[src/rtl/dmem_arbiter_if.sv]
// Bus bundle between the two requesters, the dmem_arbiter and the single-port data_mem.
// The master side carries both requesters and the memory read-data return.
`timescale 1ns/1ps
interface dmem_arbiter_if;
  logic        p0_req, p0_we, p0_lock, p0_gnt, p0_rvalid;
  logic [7:0]  p0_addr;
  logic [31:0] p0_wdata, p0_rdata;
  logic        p1_req, p1_we, p1_lock, p1_gnt, p1_rvalid;
  logic [7:0]  p1_addr;
  logic [31:0] p1_wdata, p1_rdata;
  logic [7:0]  mem_r_address, mem_w_address;
  logic [31:0] mem_w_data, mem_o_data;
  logic        mem_w_enable;

  modport slave (
    input  p0_req, p0_we, p0_lock, p0_addr, p0_wdata,
    input  p1_req, p1_we, p1_lock, p1_addr, p1_wdata,
    output p0_gnt, p0_rvalid, p0_rdata, p1_gnt, p1_rvalid, p1_rdata,
    output mem_r_address, mem_w_address, mem_w_data, mem_w_enable,
    input  mem_o_data
  );

  modport master (
    output p0_req, p0_we, p0_lock, p0_addr, p0_wdata,
    output p1_req, p1_we, p1_lock, p1_addr, p1_wdata,
    input  p0_gnt, p0_rvalid, p0_rdata, p1_gnt, p1_rvalid, p1_rdata,
    input  mem_r_address, mem_w_address, mem_w_data, mem_w_enable,
    output mem_o_data
  );
endinterface

[src/rtl/dmem_arbiter.sv]
// Round-robin arbiter sharing data_mem between the CPU MEM stage (port 0) and a loader (port 1),
// with a bounded lock so an owner can burst but never starve the other port.
`timescale 1ns/1ps
module dmem_arbiter #(
  parameter int BURST_MAX = 4,
  parameter int P0_FIRST  = 1
) (
  input logic           clk,
  input logic           rst_n,
  dmem_arbiter_if.slave bus
);
  localparam logic [1:0] S_IDLE    = 2'd0;
  localparam logic [1:0] S_OWN0    = 2'd1;
  localparam logic [1:0] S_OWN1    = 2'd2;
  localparam logic [3:0] BURST_LIM = 4'(BURST_MAX);
  localparam logic       RR_INIT   = (P0_FIRST != 0) ? 1'b0 : 1'b1;

  logic [1:0]  state;
  logic        rr;
  logic [3:0]  burst_cnt;
  logic        gnt0, gnt1, handover;
  logic        rvalid0, rvalid1;
  logic [31:0] rdata0, rdata1;

  function automatic logic [3:0] sat_inc(input logic [3:0] c);
    return (c == 4'hF) ? c : c + 4'd1;
  endfunction

  assign handover = (burst_cnt >= BURST_LIM);

  // Grant: an owner keeps the bus until its burst limit is reached while the other port waits.
  always_comb begin
    gnt0 = 1'b0;
    gnt1 = 1'b0;
    if (rst_n) begin
      if (state == S_OWN0 && bus.p0_req) begin
        if (handover && bus.p1_req) gnt1 = 1'b1;
        else                        gnt0 = 1'b1;
      end else if (state == S_OWN1 && bus.p1_req) begin
        if (handover && bus.p0_req) gnt0 = 1'b1;
        else                        gnt1 = 1'b1;
      end else if (bus.p0_req && bus.p1_req) begin
        gnt0 = ~rr;
        gnt1 = rr;
      end else begin
        gnt0 = bus.p0_req;
        gnt1 = bus.p1_req;
      end
    end
  end

  assign bus.p0_gnt = gnt0;
  assign bus.p1_gnt = gnt1;

  always_comb begin
    bus.mem_r_address = '0;
    bus.mem_w_address = '0;
    bus.mem_w_data    = '0;
    if (gnt0) begin
      bus.mem_r_address = bus.p0_addr;
      bus.mem_w_address = bus.p0_addr;
      bus.mem_w_data    = bus.p0_wdata;
    end else if (gnt1) begin
      bus.mem_r_address = bus.p1_addr;
      bus.mem_w_address = bus.p1_addr;
      bus.mem_w_data    = bus.p1_wdata;
    end
    bus.mem_w_enable = (gnt0 & bus.p0_we) | (gnt1 & bus.p1_we);
  end

  // Ownership, tie-break and burst tracking; every accept hands the next tie to the other port.
  always_ff @(posedge clk or negedge rst_n) begin
    if (!rst_n) begin
      state     <= S_IDLE;
      rr        <= RR_INIT;
      burst_cnt <= '0;
    end else if (gnt0) begin
      rr <= 1'b1;
      if (bus.p0_lock) begin
        state     <= S_OWN0;
        burst_cnt <= (state == S_OWN0) ? sat_inc(burst_cnt) : 4'd1;
      end else begin
        state     <= S_IDLE;
        burst_cnt <= '0;
      end
    end else if (gnt1) begin
      rr <= 1'b0;
      if (bus.p1_lock) begin
        state     <= S_OWN1;
        burst_cnt <= (state == S_OWN1) ? sat_inc(burst_cnt) : 4'd1;
      end else begin
        state     <= S_IDLE;
        burst_cnt <= '0;
      end
    end else if ((state == S_OWN0 && !bus.p0_req) || (state == S_OWN1 && !bus.p1_req)) begin
      state     <= S_IDLE;
      burst_cnt <= '0;
    end
  end

  // Read return stage: capture the combinational memory word at the accept edge.
  always_ff @(posedge clk or negedge rst_n) begin
    if (!rst_n) begin
      rvalid0 <= 1'b0;
      rvalid1 <= 1'b0;
      rdata0  <= '0;
      rdata1  <= '0;
    end else begin
      rvalid0 <= gnt0 & ~bus.p0_we;
      rvalid1 <= gnt1 & ~bus.p1_we;
      if (gnt0 & ~bus.p0_we) rdata0 <= bus.mem_o_data;
      if (gnt1 & ~bus.p1_we) rdata1 <= bus.mem_o_data;
    end
  end

  assign bus.p0_rvalid = rvalid0;
  assign bus.p1_rvalid = rvalid1;
  assign bus.p0_rdata  = rdata0;
  assign bus.p1_rdata  = rdata1;
endmodule
[src/flat_wrapper.sv]
// flat-port wrapper written by rule: the top's interface ports become plain ports
module dmem_arbiter_flat 
#(
  parameter int BURST_MAX = 4,
  parameter int P0_FIRST  = 1
)
  (clk, rst_n, bus_p0_req, bus_p0_we, bus_p0_lock, bus_p0_addr, bus_p0_wdata, bus_p1_req, bus_p1_we, bus_p1_lock, bus_p1_addr, bus_p1_wdata, bus_p0_gnt, bus_p0_rvalid, bus_p0_rdata, bus_p1_gnt, bus_p1_rvalid, bus_p1_rdata, bus_mem_r_address, bus_mem_w_address, bus_mem_w_data, bus_mem_w_enable, bus_mem_o_data);
  dmem_arbiter_if bus_i ();
  input logic clk;
  input logic rst_n;
  input wire logic [$bits(bus_i.p0_req)-1:0] bus_p0_req;
  input wire logic [$bits(bus_i.p0_we)-1:0] bus_p0_we;
  input wire logic [$bits(bus_i.p0_lock)-1:0] bus_p0_lock;
  input wire logic [$bits(bus_i.p0_addr)-1:0] bus_p0_addr;
  input wire logic [$bits(bus_i.p0_wdata)-1:0] bus_p0_wdata;
  input wire logic [$bits(bus_i.p1_req)-1:0] bus_p1_req;
  input wire logic [$bits(bus_i.p1_we)-1:0] bus_p1_we;
  input wire logic [$bits(bus_i.p1_lock)-1:0] bus_p1_lock;
  input wire logic [$bits(bus_i.p1_addr)-1:0] bus_p1_addr;
  input wire logic [$bits(bus_i.p1_wdata)-1:0] bus_p1_wdata;
  output wire logic [$bits(bus_i.p0_gnt)-1:0] bus_p0_gnt;
  output wire logic [$bits(bus_i.p0_rvalid)-1:0] bus_p0_rvalid;
  output wire logic [$bits(bus_i.p0_rdata)-1:0] bus_p0_rdata;
  output wire logic [$bits(bus_i.p1_gnt)-1:0] bus_p1_gnt;
  output wire logic [$bits(bus_i.p1_rvalid)-1:0] bus_p1_rvalid;
  output wire logic [$bits(bus_i.p1_rdata)-1:0] bus_p1_rdata;
  output wire logic [$bits(bus_i.mem_r_address)-1:0] bus_mem_r_address;
  output wire logic [$bits(bus_i.mem_w_address)-1:0] bus_mem_w_address;
  output wire logic [$bits(bus_i.mem_w_data)-1:0] bus_mem_w_data;
  output wire logic [$bits(bus_i.mem_w_enable)-1:0] bus_mem_w_enable;
  input wire logic [$bits(bus_i.mem_o_data)-1:0] bus_mem_o_data;
  assign bus_i.p0_req = bus_p0_req;
  assign bus_i.p0_we = bus_p0_we;
  assign bus_i.p0_lock = bus_p0_lock;
  assign bus_i.p0_addr = bus_p0_addr;
  assign bus_i.p0_wdata = bus_p0_wdata;
  assign bus_i.p1_req = bus_p1_req;
  assign bus_i.p1_we = bus_p1_we;
  assign bus_i.p1_lock = bus_p1_lock;
  assign bus_i.p1_addr = bus_p1_addr;
  assign bus_i.p1_wdata = bus_p1_wdata;
  assign bus_p0_gnt = bus_i.p0_gnt;
  assign bus_p0_rvalid = bus_i.p0_rvalid;
  assign bus_p0_rdata = bus_i.p0_rdata;
  assign bus_p1_gnt = bus_i.p1_gnt;
  assign bus_p1_rvalid = bus_i.p1_rvalid;
  assign bus_p1_rdata = bus_i.p1_rdata;
  assign bus_mem_r_address = bus_i.mem_r_address;
  assign bus_mem_w_address = bus_i.mem_w_address;
  assign bus_mem_w_data = bus_i.mem_w_data;
  assign bus_mem_w_enable = bus_i.mem_w_enable;
  assign bus_i.mem_o_data = bus_mem_o_data;
  dmem_arbiter #(.BURST_MAX(BURST_MAX), .P0_FIRST(P0_FIRST)) u_core (.clk(clk), .rst_n(rst_n), .bus(bus_i));
endmodule
[config.mk]
export PLATFORM = sky130hd
export DESIGN_NAME = dmem_arbiter_flat
export DESIGN_NICKNAME = d
export VERILOG_FILES = /design/src/rtl/dmem_arbiter_if.sv /design/src/rtl/dmem_arbiter.sv /design/src/flat_wrapper.sv
export SDC_FILE = /design/constraint.sdc
export NUM_CORES = 1
export LEC_CHECK = 0
export ABC_AREA = 1
export CORE_MARGIN = 2
export CORE_UTILIZATION = 37
export CTS_CLUSTER_SIZE = 20
export DETAILED_ROUTE_END_ITERATION = 12
export PLACE_DENSITY = 0.83
export SLEW_MARGIN = 20
export SYNTH_ARGS = -nofsm -noshare
export SYNTH_HDL_FRONTEND = slang
export SYNTH_SLANG_ARGS = --single-unit
[constraint.sdc]
create_clock -name clk -period 2.41 [get_ports clk]
set_clock_uncertainty 0.2 [all_clocks]
set_input_delay 0.6025 -clock clk [delete_from_list [all_inputs] [get_ports clk]]
set_output_delay 0.6025 -clock clk [all_outputs]
set_load 0.005 [all_outputs]
After elaboration in Yosys (flattened, before gate mapping). Index checks and enable logic that the tools add are counted.

Bitwise operators: 8. $lt $le $gt $ge: 1. Equal/unequal tests: 3. Reduce and logical (&&, ||, !) cells: 12. Mux-type cells: 31. $add $sub $neg: 1.

Operator list (count): $mux 32 (2); $mux 4 (8); $mux 8 (2); $mux 1 (15); $mux 2 (4); $logic_and 1x1->1 (7); $add 4x1->4 const B (1); $and 1x1->1 (4); $eq 4x4->1 const B (1); $ge 4x3->1 const B (1); $not 1->1 (3); $reduce_bool 3->1 (1); $eq 2x1->1 const B (1); $eq 2x2->1 const B (1); $logic_not 1->1 (2); $reduce_bool 2->1 (1); $logic_or 1x1->1 (1); $or 1x1->1 (1).

Output and inout bits: 117. Input bits: 120. Logic and storage cells: 63. Register bits: 73.

Depth between registers and ports, before layout. Gate-level depths: netlist of the first run.

Depth after elaboration: 8. Depth in mapped cells: 13. Mapped depth without buffers: 10.

Least setup slack after synthesis of the first run. Ideal clock, no wire load.

Kind: in2out. Start point: input bus_p0_req. End point: output bus_mem_w_address[0]. Data arrival time: 1.572 ns. Path buffers: 2. Stages on the path: 10. Slack: 0.035 ns. Required time: 1.607 ns. Path through: nand3_1 nor2_4 inv_2 nand2_4 nand2_4 inv_2 buf_4 nand2_1 nand2_1 buf_4.

Word-level cells in the longest chain between the ends: 7. Elaborated cells between the ends (all ways): 15. Those cells by class: 12 x mux; 3 x reduce/logical.

RTL lines: start, declared (line flat_wrapper.sv:11) `input wire logic [$bits(bus_i.p0_req)-1:0] bus_p0_req;`; $logic_and 1x1->1 (on tied branches) (line dmem_arbiter.sv:42, dmem_arbiter.sv:40); $mux 1 (on tied branches) (line dmem_arbiter.sv:42, dmem_arbiter.sv:40); $mux 1 (line dmem_arbiter.sv:39) `end else if (state == S_OWN1 && bus.p1_req) begin`; $mux 1 (line dmem_arbiter.sv:36) `if (state == S_OWN0 && bus.p0_req) begin`; $mux 1 (line dmem_arbiter.sv:35) `if (rst_n) begin`; $mux 8; $mux 8 *; end, declared (line flat_wrapper.sv:28) `output wire logic [$bits(bus_i.mem_w_address)-1:0] bus_mem_w_address;`.

Every way passes the cells marked *; elsewhere a longest branch is shown, timed or not.

Final worst setup path of the first run.
Start point: register u_core.burst_cnt[3]. End point: output bus_mem_w_data[20].

Word-level cells in the longest chain between the ends: 8. Elaborated cells between the ends (all ways): 15. Those cells by class: 1 x order compare; 12 x mux; 2 x reduce/logical.

RTL lines: start, declared (line dmem_arbiter.sv:20) `logic [3:0] burst_cnt;`; start signal, assigned (line dmem_arbiter.sv:81) `burst_cnt <= (state == S_OWN0) ? sat_inc(burst_cnt) : 4'd1;`; start signal, assigned (line dmem_arbiter.sv:90) `burst_cnt <= (state == S_OWN1) ? sat_inc(burst_cnt) : 4'd1;`; $ge 4x3->1 * (line dmem_arbiter.sv:29) `assign handover = (burst_cnt >= BURST_LIM);`; $logic_and 1x1->1 (line dmem_arbiter.sv:40) `if (handover && bus.p0_req) gnt0 = 1'b1;`; $mux 1 (line dmem_arbiter.sv:40); $mux 1 (line dmem_arbiter.sv:39); $mux 1 (line dmem_arbiter.sv:36); $mux 1 (line dmem_arbiter.sv:35); $mux 32 (line dmem_arbiter.sv:63) `end else if (gnt1) begin`; $mux 32 * (line dmem_arbiter.sv:59) `if (gnt0) begin`; end, declared (line flat_wrapper.sv:29) `output wire logic [$bits(bus_i.mem_w_data)-1:0] bus_mem_w_data;`.

Marks and branches as above.

==> results.ini, run 1 <==
[drt]
routed_wirelength_um = 15300
drc = 0
num_vias = 4395
first_pass_iters = 4
first_iter_violations = 171
highest_layer = met4
wl_per_cell_um = 16.8
viasPerCell = 4.83
wl_met3_um = 1250
wl_met1_um = 5300
wl_met2_um = 8030
ant_nets = 0

[synthesis]
ys_seq_elements = 73
syn-num-nets = 632
postSynthCellCount = 511
seq_area_frac_synth_pct = 48.8
postSynthAreaPerCell_um2 = 7.32
synthTopCellsByArea = dfrtp_1 49%, nand2_1 31%, o21ai_0 5.0%
ys_types = 25
yosys.area.top_type = dfrtp_1
yosysWarnings = 0
synth_area_um2 = 3740
synth_top_area_share_pct = 48.8

[cells_and_area]
antennaDiodeCount = 0
final_cell_area_um2 = 6920
nets = 893
layout_commonest_cell = nand2_1
drive_above_1_share_pct = 24.2
syn2layout_area_growth_pct = 85.1
n_fill_cell = 753
layout_common_cells = 253 x nand2_1, 182 x clkdlybuf4s50_1, 73 x dfrtp_1, 43 x nand2_2, 41 x buf_2

[place]
gp_congestion = 0.925
place_area_um2 = 6330
numPortBuffers = 236
dp_hpwl_um = 10700
dp_slack_ns = -0.945

[outcome]
violations = negative setup slack
status = complete, but fails checks

[clocking]
tritoncts = built
clock-root-buffer = clkbuf_8
cts.reportedPaths.clkPinSlew_ns = 0.08
clock_sinks = 73
cts_max_path_buffers = 2
numCtsBuffers = 9
h-tree-depth = 3
clkLatencyLatePin_ns = 0.32

[worst_setup_path]
crit_fanout = 5
worst_path_max_delay_cell = dfrtp_1
crit_type = flop to primary output
required_ns = 1.61
crit_path_end_kind = primary output
rrSetupSlack_ns = 0.18
startpoint_type = flop
cp_slowest_stage_delay_ns = 0.42
crit_chain = buf_6 -> inv_2 -> nand2_1 -> nand2_1 -> nand3_2 -> nand2_2 -> nand2_4 -> nand2_4 -> inv_8 -> buf_12 -> clkbuf_16 -> nand2_2 -> nand2_1 -> buf_2
cp.arrival_ns = 1.93
crit_top_cell = nand2_1

[power_and_ir_drop]
p_total_mw = 6.79
ir_worst_vdd_v = 0.000757
p_per_area_nw_per_um2 = 981
leakagePower_nw = 3.50

[grt]
grt_max_degree = 60
grt_pass1_wl_um = 22800
antenna_found_initial = 0
overflow = 0
grt_pass1_vias = 4567
groute.usage.overall_pct = 26.3

[timing]
holdWs_ns = 0.164
max_freq_mhz = 366
period_share_pct = 113
hold_viol = 0
rsz0062_at_grt = true
worstMarginPinSlew_ns = 0.746
max-slew-margin-rel_pct = 50.2
setup_viol = 51
worst_slack_ns = -0.322
finalMaxSlewViolations = 0
min_period_ns = 2.73

[run]
maxCapViolations = 0

[floorplanning]
fp.dieArea_um2 = 10900
dieHeight_um = 105
start_util_pct = 38.3
die_w_um = 105
fp-row-count = 36
ios = 237
core_area_um2 = 9770

[worst_hold_path]
hold_path_class = input port to asynchronous set/reset pin

[per-layer routing]
| metal | up-vias | GRT usage (%) |
|---|---|---|
| met3 | 53 | 7.74 |
| met4 | 0 | 10.9 |
| li1 | 2091 | - |
| met2 | 208 | 49.6 |
| met5 | - | 0 |
| met1 | 2043 | 26.8 |
[area by class of cell]
class | count | area [um^2] | share of cell area (%)
Clock inverter | 5 | 129 | 1.86
Timing Repair Buffer | 281 | 2760 | 39.9
Tap cell | 133 | 166 | 2.40
Sequential cell | 73 | 1830 | 26.4
Inverter | 18 | 83.8 | 1.21
Multi-Input combinational cell | 389 | 1830 | 26.4
Clock buffer | 10 | 128 | 1.84
[Yosys cell counts]
cell type and n:
a21boi_0 1, a21oi_1 1, buf_2 5, buf_4 15, buf_6 6, clkbuf_1 5, clkbuf_2 1, clkinv_2 1
dfrtp_1 73, ha_1 1, inv_1 13, inv_2 4, nand2_1 305, nand2_2 1, nand2_4 3, nand3_1 12
nand3_2 1, nand3_4 1, nand4_1 3, nor2_1 15, nor2_2 2, nor2_4 3, o21ai_0 37, o21ai_1 1
or2_2 1
[report_power, final]
| group | total [mW] | switching (mW) | internal [mW] |
|---|---|---|---|
| sequential | 2.13 | 0.338 | 1.79 |
| combinational | 3.44 | 1.47 | 1.97 |
| clock | 1.22 | 0.429 | 0.789 |
[cells by family after synthesis]
logic type	share of synthesized area [%]
adder cells (fa/ha/maj)	0.335
AO/OA/AOI/OAI	5.42
AND/OR/NAND/NOR	37.4
flip-flops	48.8
buffers and inverters	7.96
[what timing repair did]
action	in CTS	in global routing
buffers inserted	6	3
resized for setup	237	59
hold buffers	0	0
cloned	5	4
endpoints found under the setup margin	84	51
pin swaps	13	13
[sequential cells by signal, summed over array words and instances (netlist names)]
| signal | flops |
|---|---|
| u_core.bus.p0_rdata | 32 |
| u_core.bus.p1_rvalid | 1 |
| u_core.bus.p0_rvalid | 1 |
| u_core.state | 2 |
| u_core.bus.p1_rdata | 32 |
| u_core.burst_cnt | 4 |
| u_core.rr | 1 |
[final timing paths]
| kind | start | endpoint | cells after the start |
|---|---|---|---|
| setup / recovery | u_core.burst_cnt[3]$_DFFE_PN0P_ | bus_mem_w_data[20] | 14 |
| hold / removal | rst_n | u_core.bus.p0_rdata[26]$_DFFE_PN0P_ | 3 |
| setup reg to reg | u_core.burst_cnt[3]$_DFFE_PN0P_ | u_core.bus.p1_rdata[29]$_DFFE_PN0P_ | 11 |
| hold reg to reg | u_core.bus.p0_rdata[13]$_DFFE_PN0P_ | u_core.bus.p0_rdata[13]$_DFFE_PN0P_ | 2 |
| max in group asynchronous | rst_n | u_core.bus.p1_rdata[20]$_DFFE_PN0P_ | 2 |
| min in group clk | u_core.bus.p0_rdata[13]$_DFFE_PN0P_ | u_core.bus.p0_rdata[13]$_DFFE_PN0P_ | 2 |
[worst max-delay path: cells and delay by family (launching register included)]
kind / cells / cell delay (ns)
and+or+nand+nor: 8 / 0.53
DFF: 1 / 0.42
buffers and inverters: 6 / 0.65
[through the flow]
| stage | utilization (%) | instances | setup TNS, ns |
|---|---|---|---|
| 2_1_floorplan | - | 511 | 0 |
| 3_3_place_gp | 64.8 | 877 | -58.74 |
| 3_5_place_dp | 64.8 | 877 | -63.97 |
| 4_1_cts | 68.3 | 903 | -13.74 |
| 5_1_grt | 70.8 | 909 | -17.40 |
| 6_report | 70.8 | 909 | -12.37 |
No activity file was read; power rests on OpenSTA's default activity.
==> run 2, diff against run 1 <==
--- a/config.mk
+++ b/config.mk
@@ -8,6 +8,7 @@
 export ABC_AREA = 1
 export CORE_MARGIN = 2
 export CORE_UTILIZATION = 37
+export CTS_CLUSTER_DIAMETER = 100
 export CTS_CLUSTER_SIZE = 20
 export DETAILED_ROUTE_END_ITERATION = 12
 export PLACE_DENSITY = 0.83
==> results of run 2 <==
The final DEF is identical to that of run 1; final timing and power are the same.
==> run 3, diff against run 2 <==
--- a/config.mk
+++ b/config.mk
@@ -6,6 +6,7 @@
 export NUM_CORES = 1
 export LEC_CHECK = 0
 export ABC_AREA = 1
+export ABC_CLOCK_PERIOD_IN_PS = 3100
 export CORE_MARGIN = 2
 export CORE_UTILIZATION = 37
 export CTS_CLUSTER_DIAMETER = 100
==> constraint.sdc (replaced) <==
create_clock -name clk -period 3.1 [get_ports clk]
set_clock_uncertainty 0.2 [all_clocks]
set_input_delay 0.775 -clock clk [delete_from_list [all_inputs] [get_ports clk]]
set_output_delay 0.775 -clock clk [all_outputs]
set_load 0.005 [all_outputs]
==> run 3 against run 2 <==
The run now ends clean. Clock power decreased by 36%. Clock-buffer cell count decreased by 1. Non-clock buffer count decreased by 12. Sequential power decreased by 23%. Sequential cell count unchanged. Power decreased by 28%. Global-route usage decreased by 0.95 points. Critical endpoint is now bus_mem_w_data[10]. Largest cell class unchanged.
==> results.ini, run 3 (synthesis results as in run 1) <==
[drt]
first_iter_violations = 285
drc = 0
wl_per_cell_um = 15.5
routed_wirelength_um = 13900
viasPerCell = 4.73
num_vias = 4236
ant_nets = 0
first_pass_iters = 5

[grt]
grt.met3_usage_pct = 7.92
grt_use_met1_pct = 26.7
grt_max_degree = 77
overflow = 0
grt_pass1_vias = 4321
grt_pass1_wl_um = 22100
grt-busiest-layer = met2
antenna_found_initial = 1
groute.usage.overall_pct = 25.3
gr-usage-met2_pct = 47.3

[cells_and_area]
layout_common_cells = 299 x nand2_1, 182 x clkdlybuf4s50_1, 72 x dfrtp_1, 36 x o21ai_0, 22 x clkbuf_2
fin_cells = 896
layout_commonest_cell = nand2_1
drive_above_1_share_pct = 14.6
nets = 880
final_cell_area_um2 = 6550
final_core_util_pct = 67.0
syn2layout_area_growth_pct = 75.0

[power_and_ir_drop]
leakagePower_nw = 3.27
p_per_area_nw_per_um2 = 751
p_total_mw = 4.91
ir_worst_vdd_v = 0.000472

[timing]
min_period_ns = 3.03
timing.setup.tns_ns = 0
finalMaxSlewViolations = 0
hold_viol = 0
setup_viol = 0
max_freq_mhz = 330
worstMarginPinSlew_ns = 0.952
max-slew-margin-rel_pct = 36.5
holdWs_ns = 0.280
period_share_pct = 97.8
worst_slack_ns = 0.0668

[place]
place_inst = 867
dp_slack_ns = -0.625
gp_congestion = 0.923
numPortBuffers = 236
dp_hpwl_um = 10200
place_area_um2 = 6220

[worst_setup_path]
worst_path_max_delay_cell = dfrtp_1
crit_path_end_kind = primary output
crit_type = flop to primary output
crit_chain = inv_1 -> nand2_2 -> nand2_2 -> nand3_4 -> nand2_2 -> nand2_4 -> nand2_4 -> inv_8 -> buf_12 -> buf_16 -> nand2_2 -> nand2_1 -> dlygate4sd2_1
startpoint_type = flop
required_ns = 2.12
cp_slowest_stage_delay_ns = 0.43
crit_top_cell = nand2_2
crit_fanout = 11
cp.arrival_ns = 2.06

[worst_hold_path]
hold_path_class = flop to flop

[clocking]
numCtsBuffers = 9
postCtsHoldBufs = 0
clock-root-buffer = clkbuf_8
h-tree-depth = 3
cts.reportedPaths.clkPinSlew_ns = 0.08
tritoncts = built
clock_sinks = 73
clkLatencyLatePin_ns = 0.34
cts_max_path_buffers = 2

[floorplanning]
fp-row-count = 36
core_area_um2 = 9770
fp.dieArea_um2 = 10900
ios = 237
start_util_pct = 38.3
die_w_um = 105
dieHeight_um = 105

[run]
maxCapViolations = 0

[outcome]
status = completed

run 3: cell types whose count changed in the layout (fill, tap and decap cells not counted), sizes merged:
cell and delta:
bufbuf +1, buf -47, diode +1, bufinv -2, nor2 -1, clkdlybuf4s15 +12, clkinvlp +1, dlygate4sd2 +6
inv +1, clkbuf +15
run 3: where the power goes:
group          leakage, nW  switching (mW)  internal (mW)
Combinational         2.26            1.04           1.43
Sequential           0.914           0.254           1.39
Clock                0.102           0.340          0.446
run 3: worst max-delay path, delay by kind of cell, from the launching register on:
family / cells / cell delay (ns)
AND/OR/NAND/NOR: 8 / 0.63
buffers and inverters: 5 / 0.65
flip-flops: 1 / 0.43
run 3: layout make-up:
type                    instances  area, um^2
well taps                     133         166
flip-flops and latches         73        1830
repair buffers                269        2600
inverters                      18        83.8
multi-input cells             388        1660
clock buffers                   9         124
diodes                          1        2.50
clock inverters                 5        81.3
fillers                       811        3230
run 3: final timing paths:
path	start	end	slack, ns	depth (start not counted)
worst min-delay path	u_core.bus.p0_rdata[14]$_DFFE_PN0P_	u_core.bus.p0_rdata[14]$_DFFE_PN0P_	0.28	2
worst max register to register	u_core.state[0]$_DFFE_PN0P_	u_core.bus.p1_rdata[12]$_DFFE_PN0P_	0.51	11
worst min register to register	u_core.bus.p0_rdata[14]$_DFFE_PN0P_	u_core.bus.p0_rdata[14]$_DFFE_PN0P_	0.28	2
worst max-delay path	u_core.state[0]$_DFFE_PN0P_	bus_mem_w_data[10]	0.07	13
min in group asynchronous	rst_n	u_core.state[0]$_DFFE_PN0P_	0.58	3
max in group asynchronous	rst_n	u_core.burst_cnt[2]$_DFFE_PN0P_	1.46	3
run 3: routing by layer:
layer	wire (um)	vias up
li1	-	2060
met1	4960	1955
met2	7280	193
met3	1240	28
met4	450	0
met5	0	-
run 3: what timing repair did:
item                                    4_1_cts  5_1_grt
endpoints found under the setup margin       51       47
gates resized for setup                     108       67
hold endpoints to repair                      0        0
gates cloned                                  4        0
buffers inserted                              8        3
pin swaps                                     7        7
==> edit: new RTL, config.mk and constraints of run 3 <==
`P0_FIRST` is set to 1 in 2 places; all go to 0.
--- a/src/rtl/dmem_arbiter.sv
+++ b/src/rtl/dmem_arbiter.sv
@@ -4,5 +4,5 @@
 module dmem_arbiter #(
   parameter int BURST_MAX = 4,
-  parameter int P0_FIRST  = 1
+  parameter int P0_FIRST  = 0
 ) (
   input logic           clk,
--- a/src/flat_wrapper.sv
+++ b/src/flat_wrapper.sv
@@ -3,5 +3,5 @@
 #(
   parameter int BURST_MAX = 4,
-  parameter int P0_FIRST  = 1
+  parameter int P0_FIRST  = 0
 )
   (clk, rst_n, bus_p0_req, bus_p0_we, bus_p0_lock, bus_p0_addr, bus_p0_wdata, bus_p1_req, bus_p1_we, bus_p1_lock, bus_p1_addr, bus_p1_wdata, bus_p0_gnt, bus_p0_rvalid, bus_p0_rdata, bus_p1_gnt, bus_p1_rvalid, bus_p1_rdata, bus_mem_r_address, bus_mem_w_address, bus_mem_w_data, bus_mem_w_enable, bus_mem_o_data);
Formal check against the unedited RTL: not equivalent (Yosys sat finds a counterexample within 4 cycles, from zero or initial values and one cycle with rst_n low).
==> edit against run 3 <==
Synthesized area is essentially flat. Sequential cell count is the same. Largest cell class unchanged. Hold slack gained 0.0027 ns. Non-clock buffer count grew 5. Sequential share of layout area shrank 0.58 points. Worst setup slack lost 0.032 ns. Power grew 1.7%. Wire length grew 2.8%. Final area grew 2.4%.
==> edit: results (changes against run 3) <==
metric,value,unit,change
final_nets,885,,was 880
max_freq,326,MHz,was 330 MHz
antenna_cells,0,,was 1
fin_cells,902,,was 896
slew_headroom,44.0,%,was 36.5%
ys_types,26,,was 25
dp.final_hpwl,10.0,mm,was 10.2 mm
drt_pass1_iterations,4,,was 5
num-fill-cells,800,,was 811
status,"finished, final reports clean",,unchanged
drt-initial-drc-count,217,,was 285
place.gp.congestion,0.935,,was 0.923
synth_common_cells,"nand2_1, dfrtp_1, o21ai_0",,unchanged
yosys-top-cells-area,"dfrtp_1, nand2_1, o21ai_0, buf_4, buf_6",,unchanged
syn2layout_area_growth,79.2,%,was 75.0%
p_leak,3.38,nW,was 3.27 nW
clockNetworkAreaShare,3.08,%,was 3.14%
buffers,274,,was 269
dp.cells,865,,was 867
timing.reg2reg.worst_path_depth,10,,was 11
nClkBuffers,12,,was 9
startpoint,bus_p1_req,,was u_core.state[0]
grt_usage,25.6,%,was 25.3%
endpoint,bus_mem_w_data[9],,was bus_mem_w_data[10]
grt_pass1_vias,4332,,"was 4,321"
dp_worst_setup_slack,-0.600,ns,was -0.625 ns
cpMaxStageDelayCell,clkdlybuf4s15_1,,was dfrtp_1
multi_input_area_share,25.4,%,about the same
r2r_slack,0.66,ns,was 0.51 ns
dpl_cell_area,6200,um^2,was 6220 um^2
r2r-end,u_core.bus.p1_rdata[8],,was u_core.bus.p1_rdata[12]
==> edit: kinds of logic after synthesis <==
kind of cell | Yosys count | share of synthesized area (%)
AO/OA/AOI/OAI | 40 | 5.42
adder cells (fa/ha/maj) | 1 | 0.334
buffers and inverters | 50 | 7.96
flip-flops | 73 | 48.9
AND/OR/NAND/NOR | 347 | 37.4
==> edit: where the power goes <==
| group | total, mW | switching (mW) | internal, mW |
|---|---|---|---|
| Combinational | 2.55 | 1.07 | 1.48 |
| Clock | 0.769 | 0.352 | 0.416 |
| Sequential | 1.67 | 0.274 | 1.40 |
| Total | 5.00 | 1.69 | 3.30 |
==> edit: how the worst min path moves through the flow <==
stage                                       start                 endpoint  slack, ns  cells after the start
after floorplan                         u_core.rr                u_core.rr       0.27                      2
after global placement    u_core.bus.p0_rdata[24]  u_core.bus.p0_rdata[24]       0.26                      2
after detailed placement  u_core.bus.p0_rdata[28]  u_core.bus.p0_rdata[28]       0.26                      2
after CTS                                   rst_n      u_core.burst_cnt[1]       0.28                      3
after global routing                        rst_n      u_core.burst_cnt[2]       0.30                      3
final                     u_core.bus.p0_rdata[28]  u_core.bus.p0_rdata[28]       0.28                      2
==> edit: repair_timing <==
action | 4_1_cts | 5_1_grt
resized for setup | 116 | 42
pin swaps | 10 | 5
gates cloned | 4 | 0
endpoints found under the setup margin | 51 | 37
buffers inserted | 14 | 4
==> edit: metal layers <==
metal | track usage (%) | wire [um] | vias to the layer above
met5 | 0 | 0 | -
met3 | 7.24 | 1090 | 31
met2 | 47.5 | 7480 | 179
li1 | - | - | 2063
met1 | 26.2 | 5210 | 2009
met4 | 12.3 | 540 | 0
